===== src/rtl/gshare_pht.sv =====
// gshare pattern history table: 2^HIST_BITS two-bit saturating counters
// indexed by (fetch PC word bits ^ global history). Registered prediction,
// write-first bypass on same-index update, and combinational forwarding of
// resolved outcomes to the global history register.
//
// state  | meaning
// -------+-----------------------------------------------------------
// S_INIT | sweeping init_cnt over every entry, writing weak-NT (01)
// S_RUN  | table valid; predictions and training accepted
module gshare_pht #(
  parameter int HIST_BITS = 10,
  parameter int PC_BITS   = 32
) (
  input  logic                 clk,
  input  logic                 reset,
  input  logic [HIST_BITS-1:0] history,
  input  logic                 pred_valid,
  input  logic [PC_BITS-1:0]   pred_pc,
  output logic                 pred_out_valid,
  output logic                 pred_taken,
  output logic [HIST_BITS-1:0] pred_idx,
  input  logic                 upd_valid,
  input  logic [HIST_BITS-1:0] upd_idx,
  input  logic                 upd_taken,
  output logic                 ghr_valid,
  output logic                 ghr_bit,
  output logic                 ready
);

  localparam int ENTRIES = 1 << HIST_BITS;

  typedef enum logic {S_INIT, S_RUN} state_t;

  state_t               state;
  logic [HIST_BITS-1:0] init_cnt;
  logic [1:0]           pht [ENTRIES];

  logic                 run;
  logic [HIST_BITS-1:0] rd_idx;
  logic [1:0]           rd_ctr;
  logic [1:0]           upd_ctr;
  logic [1:0]           upd_next;
  logic                 wr_en;
  logic [HIST_BITS-1:0] wr_idx;
  logic [1:0]           wr_data;
  logic                 unused_pc;

  function automatic logic [1:0] train(input logic [1:0] c, input logic taken);
    if (taken) return (c == 2'b11) ? 2'b11 : c + 2'b01;
    else       return (c == 2'b00) ? 2'b00 : c - 2'b01;
  endfunction

  // PC byte-offset bits and bits above the index never reach the table
  assign unused_pc = ^{pred_pc[PC_BITS-1:HIST_BITS+2], pred_pc[1:0]};

  assign run      = (state == S_RUN);
  assign ready    = run;
  assign rd_idx   = pred_pc[HIST_BITS+1:2] ^ history;
  assign upd_ctr  = pht[upd_idx];
  assign upd_next = train(upd_ctr, upd_taken);

  // Write-first: a same-cycle update to the read index is seen by the read
  assign rd_ctr = (upd_valid && (upd_idx == rd_idx)) ? upd_next : pht[rd_idx];

  // History shifts on the same edge the counter is trained; nothing during INIT
  assign ghr_valid = run && upd_valid && !reset;
  assign ghr_bit   = upd_taken;

  // Table write port: init sweep in INIT, training in RUN
  always_comb begin
    wr_en   = 1'b0;
    wr_idx  = init_cnt;
    wr_data = 2'b01;
    if (!reset) begin
      if (run) begin
        wr_en   = upd_valid;
        wr_idx  = upd_idx;
        wr_data = upd_next;
      end else begin
        wr_en   = 1'b1;
      end
    end
  end

  // Counter storage; contents are not reset, the INIT sweep defines them
  always_ff @(posedge clk) begin
    if (wr_en) pht[wr_idx] <= wr_data;
  end

  // Init/run sequencing and registered prediction outputs
  always_ff @(posedge clk) begin
    if (reset) begin
      state          <= S_INIT;
      init_cnt       <= '0;
      pred_out_valid <= 1'b0;
      pred_taken     <= 1'b0;
      pred_idx       <= '0;
    end else begin
      case (state)
        S_INIT: begin
          pred_out_valid <= 1'b0;
          init_cnt       <= init_cnt + 1'b1;
          if (init_cnt == '1) state <= S_RUN;
        end
        default: begin
          pred_out_valid <= pred_valid;
          if (pred_valid) begin
            pred_taken <= rd_ctr[1];
            pred_idx   <= rd_idx;
          end
        end
      endcase
    end
  end

endmodule


===== config.mk =====
export PLATFORM = sky130hd
export DESIGN_NAME = gshare_pht
export DESIGN_NICKNAME = d
export VERILOG_FILES = /design/src/rtl/gshare_pht.sv
export SDC_FILE = /design/constraint.sdc
export NUM_CORES = 2
export LEC_CHECK = 0
export CAP_MARGIN = 25
export CORE_MARGIN = 4
export CORE_UTILIZATION = 45
export CTS_BUF_LIST = sky130_fd_sc_hd__clkbuf_2 sky130_fd_sc_hd__clkbuf_4 sky130_fd_sc_hd__clkbuf_8
export DETAILED_ROUTE_END_ITERATION = 6
export PLACE_DENSITY = 0.71
export SLEW_MARGIN = 10
export SYNTH_ARGS = -nofsm -noshare
export SYNTH_HDL_FRONTEND = slang
export SYNTH_SLANG_ARGS = --single-unit

===== constraint.sdc =====
create_clock -name clk -period 20.5 [get_ports clk]
set_input_delay 4.1 -clock clk [delete_from_list [all_inputs] [get_ports clk]]
set_output_delay 4.1 -clock clk [all_outputs]
set_load 0.02 [all_outputs]

[Word level (Yosys, flattened, before mapping)]
Memory sizes are Yosys's and may differ from the RTL's. A register that Yosys moved wholly into a read port is not among the register bits.
Cells that the tools add are included.
Operators by class
  muxes and demuxes: 13
  order comparisons: 0
  eq/ne operators: 2
  shift-type cells: 0
  reductions and logical operators: 6
  multiply operators: 0
  div/mod/pow operators: 0
  bitwise logic cells: 2
  $add $sub $neg: 3
Operators by type and width (number)
  $mux 10: 2
  $add 10x1->10 const B: 1
  $eq 10x10->1 const B: 1
  $mux 2: 5
  $xor 10x10->10: 1
  $mux 1: 6
  $add 2x1->2 const B: 1
  $eq 2x2->1 const B: 1
  $logic_and 1x1->1: 2
  $logic_not 2->1: 1
  $reduce_and 2->1: 1
  $reduce_or 2->1: 1
  $sub 2x1->2 const B: 1
  $logic_not 1->1: 1
  $not 1->1: 1
Word-level totals
  input port bits: 57
  register bits after elaboration: 22
  logic and storage cells: 31
  memory bits (read-only): 0
  memories: 1
  RAM bits: 2048
  bits in latches: 0
  output and inout port bits: 15
Memory list
  pht: depth 1024, bits a word 2, read ports 2, clocked after memory_dff 1, write ports 1, line 36  | logic [1:0] pht [ENTRIES];

[Logic depth before layout (Yosys ltp)]
An unclocked memory read counts as a cell.
  depth in word-level cells: 6
  mapped depth: 17
  depth with buffers taken out: 10

[Least setup slack after synthesis]
OpenSTA, ideal clock, no wires.
  path type: input port to flip-flop
  start point: input port upd_idx[0]
  end point: memory pht[0][0], data pin
  slack: -0.904 ns
  arrival: 18.722 ns
  data required time: 17.818 ns
  path buffers: 4
  setup time: 2.682 ns
  cell stages on the path: 13
  cells stage by stage: buf_6 > buf_6 > buf_6 > buf_2 > mux4_2 > a2111oi_0 > nor4_1 > a22oi_1 > o32ai_1 > a221oi_2 > nor2_1 > maj3_1 > nand2_1
On the way
  word-level cells in the longest chain between the ends: 6
  elaborated cells on any way between the ends: 10
  those cells by class: 2 x add/sub; 1 x eq/ne; 5 x mux; 1 x reduce/logical; 1 x memory
Ends and longest elaborated chain
  start: declaration: line 23  | input logic [HIST_BITS-1:0] upd_idx,
  $mem_v2 1024x2 (*)
  $sub 2x1->2, or another cell as far along: line 50  | else return (c == 2'b00) ? 2'b00 : c - 2'b01;
  $mux 2, on equally long branches: line 50, 49
  $mux 2 (*): line 49  | if (taken) return (c == 2'b11) ? 2'b11 : c + 2'b01;
  $mux 2 (*): line 75  | if (run) begin
  $mux 2 (*): line 74  | if (!reset) begin
  named net wr_data[0]: line 45  | logic [1:0] wr_data;
  end: declaration: line 36
The timed path passes the listed nets; every way through them passes the cells marked *.

[Final worst setup path]
  start point: input port upd_idx[0]
  end point: memory pht[73][1], data pin
The elaborated chain is that of the path after synthesis.

==> results.md <==
- Flop pwr share: 0.521
- Setup total negative slack: 0 ns
- DIE WIDTH: 463 um
- Yosys top cell by area: edfxtp_1
- Switching part of the total power: 0.235
- PwrDens: 85.1 mW/mm^2
- Startpoint Class: input pin
- CTS HTree Levels: 5
- Hold Startpoint: pred_idx[0]
- Critical Path Most Common Cell: buf_4
- Antenna violations before repair: 11
- Fill count: 16400
- Post-route DRC: 6
- Status: finished, violations left
- Total CTS buffers: 344
- Worst Path Buf+Inv: 7
- Least-Margin Pin Slew: 1.24 ns
- # nets final: 5645
- GRT overflow: 0
- Number of global-route vias before repair: 57000
- Synth Register Bits: 2071
- Top FF cell, synth: edfxtp_1
- PostCTS Resize Cnt: 0
- Post-DP Area: 0.0965 sq mm
- Most common cell in the synthesized netlist: edfxtp_1
- Slew Viols, Final: 0
- Num rows: 166
- First-pass DRT Iterations: 7
- Clock slew at reported path FFs: 0.06 ns
- Skew final: 0.0801 ns
- R2r endpoint: pht[73][1]
- Period utilisation layout: 0.562
- Layout area overhead: 11.0%
- Post-CTS setup buffer count: 0
- Synthesis warning total: 0
- Routed wire length: 295 mm
- Crit path kind: in2reg
- Yosys top cell area share: 0.661
- Multi-input logic area: 0.0289 sq mm
- Die H: 463 um
- WP data required: 21.21 ns
- Layout cells sized above 1: 0.270
- Post-synth EDFFs: 2048
- Die ar.: 0.214 sq mm
- Synth Area in Simple Gates: 0.0666
- Slowest CP cell: buf_4
- Avg Inst Size Synth: 17.0 sq um
- Synthesized instance count: 5480
- # IOs: 72
- Seq/Total Area, Yosys: 0.666
- # setup viols final: 0
- Failing checks: DRC
- Crit-path max FO: 253
- Netlist Area Pre-Place: 0.0930 sq mm
- Clock root buffer: clkbuf_8
- Core ar.: 0.205 sq mm
- Core Util, Final: 0.503
- Crit. End Element: register
- Post-synth cell types: 78
- RD Place Congestion: 0.906
- Cells on worst reg2reg path: 12
- Post-CTS Hold Fix Bufs: 0
- Worst-case clock buffer depth: 4
- P_int: 6730 uW
- Starting density of the core: 0.453
- Final ANT Viol Nets: 0
- Synth area leaders: edfxtp_1 (66%), mux4_2 (19%), nor2_1 (4.5%), mux2i_1 (1.3%), clkbuf_1 (1.2%)
- Syn nets: 5538
- First-pass GRT wire length: 416 mm
- LEAKAGE: 0.0349 uW
- Clk pwr share: 0.407
- Post-synth top cells: edfxtp_1 (2048), nor2_1 (1105), mux4_2 (770)
- Drt wl/cell: 34.6 um
- Compound-cell area share of the yosys netlist: 0.0344
- Worst-path cell chain: buf_8, buf_4, buf_4, buf_4, mux4_2, nand2_1, a32oi_1, nand3_1, a32o_1, o32ai_1, a221oi_2, o21ai_0, o211a_4, buf_12, buf_4, buf_4
- Largest net degree at the start of global routing: 282
- Crit-path leading delay family: buffers and inverters
- CTS tree: built
- Reg-to-Reg Start: pht[43][1]
- Final min period: 11.53 ns
- Clock Latency Late Sink: 1.08 ns
- I/O Buffers: 49
- Critical Path AT: 12.24 ns
- GRT Overall Usage: 0.270
- Synth Area in Adders: 0.000242
- Via count: 57600
- Finished layout cell area: 0.103 sq mm
- Max-Cap Viols: 0
- Reg2reg setup slack: 14.11 ns
- Hold path depth: 2
- HP Class: reg2reg
- DRT iter0 DRCs: 9528
- Sink Count: 2071
- Vias per cell: 6.77
- Slowest stage delay, CP: 0.86 ns
- RSZ-0062 raised after global routing: false
- Max Freq: 0.0867 GHz
- Largest family of logic cells by synthesized area: multiplexers
- Synth Area in XOR/XNOR: 0.00319
- Detailed Place HPWL: 170 mm
- Register area: 0.0620 sq mm
- Final Hold Fails: 0
- Post-synthesis mux area share: 0.203
- VDD IR max: 0.0647 mV
- Sw Pwr: 2060 uW
- Post-synth ARST share: 0
- Min-Delay Endpoint: pred_idx[0]
- Logic gate share of total power: 0.071
- Headroom to the max-slew limit: 0.174
## state kept, by name (all words and copies together) (netlist names)
name	flops
init_cnt	10
pht	2048
pred_idx	10
pred_out_valid	1
pred_taken	1
ready	1
## worst max-delay path by stage
stage	from	slack, ns	cells after the start	to
after floorplan	upd_idx[1]	0.35	13	pht[0][1]
after global placement	upd_idx[0]	7.76	16	pht[34][0]
after detailed placement	upd_idx[0]	7.55	16	pht[472][0]
after CTS	upd_idx[0]	8.65	16	pht[319][0]
after global routing	upd_idx[0]	8.38	16	pht[69][1]
final	upd_idx[0]	8.97	16	pht[73][1]
## layout by cell type (no fill, tap or decap), types with 12 or more instances in the layout
cell type,netlist,routed
xnor2_1,21,15
nor2_1,1105,1097
clkdlybuf4s50_1,0,42
mux2i_1,119,119
nand3_1,42,42
dfxtp_1,23,23
a21oi_1,65,65
edfxtp_1,2048,2048
a22oi_1,116,116
mux2_2,20,20
diode_2,0,12
nand2_2,0,25
clkbuf_4,0,95
a31oi_1,17,17
buf_16,0,18
nor3_1,36,36
o21ai_0,21,21
a211oi_1,27,27
nand4_1,16,16
a221oi_1,22,22
a22o_1,23,23
mux4_2,770,770
nand2b_1,13,13
o221ai_1,23,23
buf_8,10,17
clkinv_2,0,34
and2_1,13,13
nand2_1,242,209
clkbuf_8,0,359
clkinv_1,1,68
o22ai_1,28,28
nor2b_1,24,18
buf_4,32,141
## logic make-up (layout without fill, tap and decap cells)
group / Yosys count / count (layout)
buffers and inverters: 483 / 822
muxes: 913 / 913
adders and majority gates: 2 / 2
other: 0 / 12
AOI/OAI and AO/OA: 438 / 438
DFF: 2071 / 2071
xor gates and xnor gates: 33 / 33
and+or+nand+nor: 1540 / 1540
## layer usage
metal / vias up / GRT usage / part of all wire
li1: 22200 / - / -
met1: 29500 / 0.353 / 0.34
met2: 4970 / 0.396 / 0.45
met3: 940 / 0.0923 / 0.15
met4: 6 / 0.158 / 0.064
met5: - / 0 / 0.00012
## layout make-up
class                      instances  area share
tap                             2688      0.0326
multi-input combinational       2926       0.280
timing repair buffer             236      0.0242
clock buffer                     453      0.0547
antenna                           12    0.000291
inverter                           8    0.000303
sequential                      2071       0.600
clock inverter                   125     0.00827
## power groups by stage
stage	logic, uW	registers [uW]	clock network, uW
after global placement	607	4670	0
final	628	4580	3580
after global routing	638	4580	3800
after detailed placement	609	4670	0
after CTS	611	4580	3590
after floorplan	379	4670	0
## stage by stage
step | std cells | hold slack [ns] | setup WS [ns] | power (uW)
4_1_cts | 8493 | 0.500 | 8.65 | 8780
5_1_grt | 8508 | 0.519 | 8.38 | 9020
6_report | 8519 | 0.500 | 8.97 | 8790
2_1_floorplan | 5480 | 0.466 | 0.351 | 5050
3_5_place_dp | 7915 | 0.492 | 7.55 | 5280
3_3_place_gp | 7888 | 0.491 | 7.76 | 5280
## worst min-delay path: stages, from the launching register on
cell      delay [ns]
dfxtp_1         0.31
nor2_1          0.10
a211oi_1        0.05
Note: power is estimated with default switching activity, not from simulation.
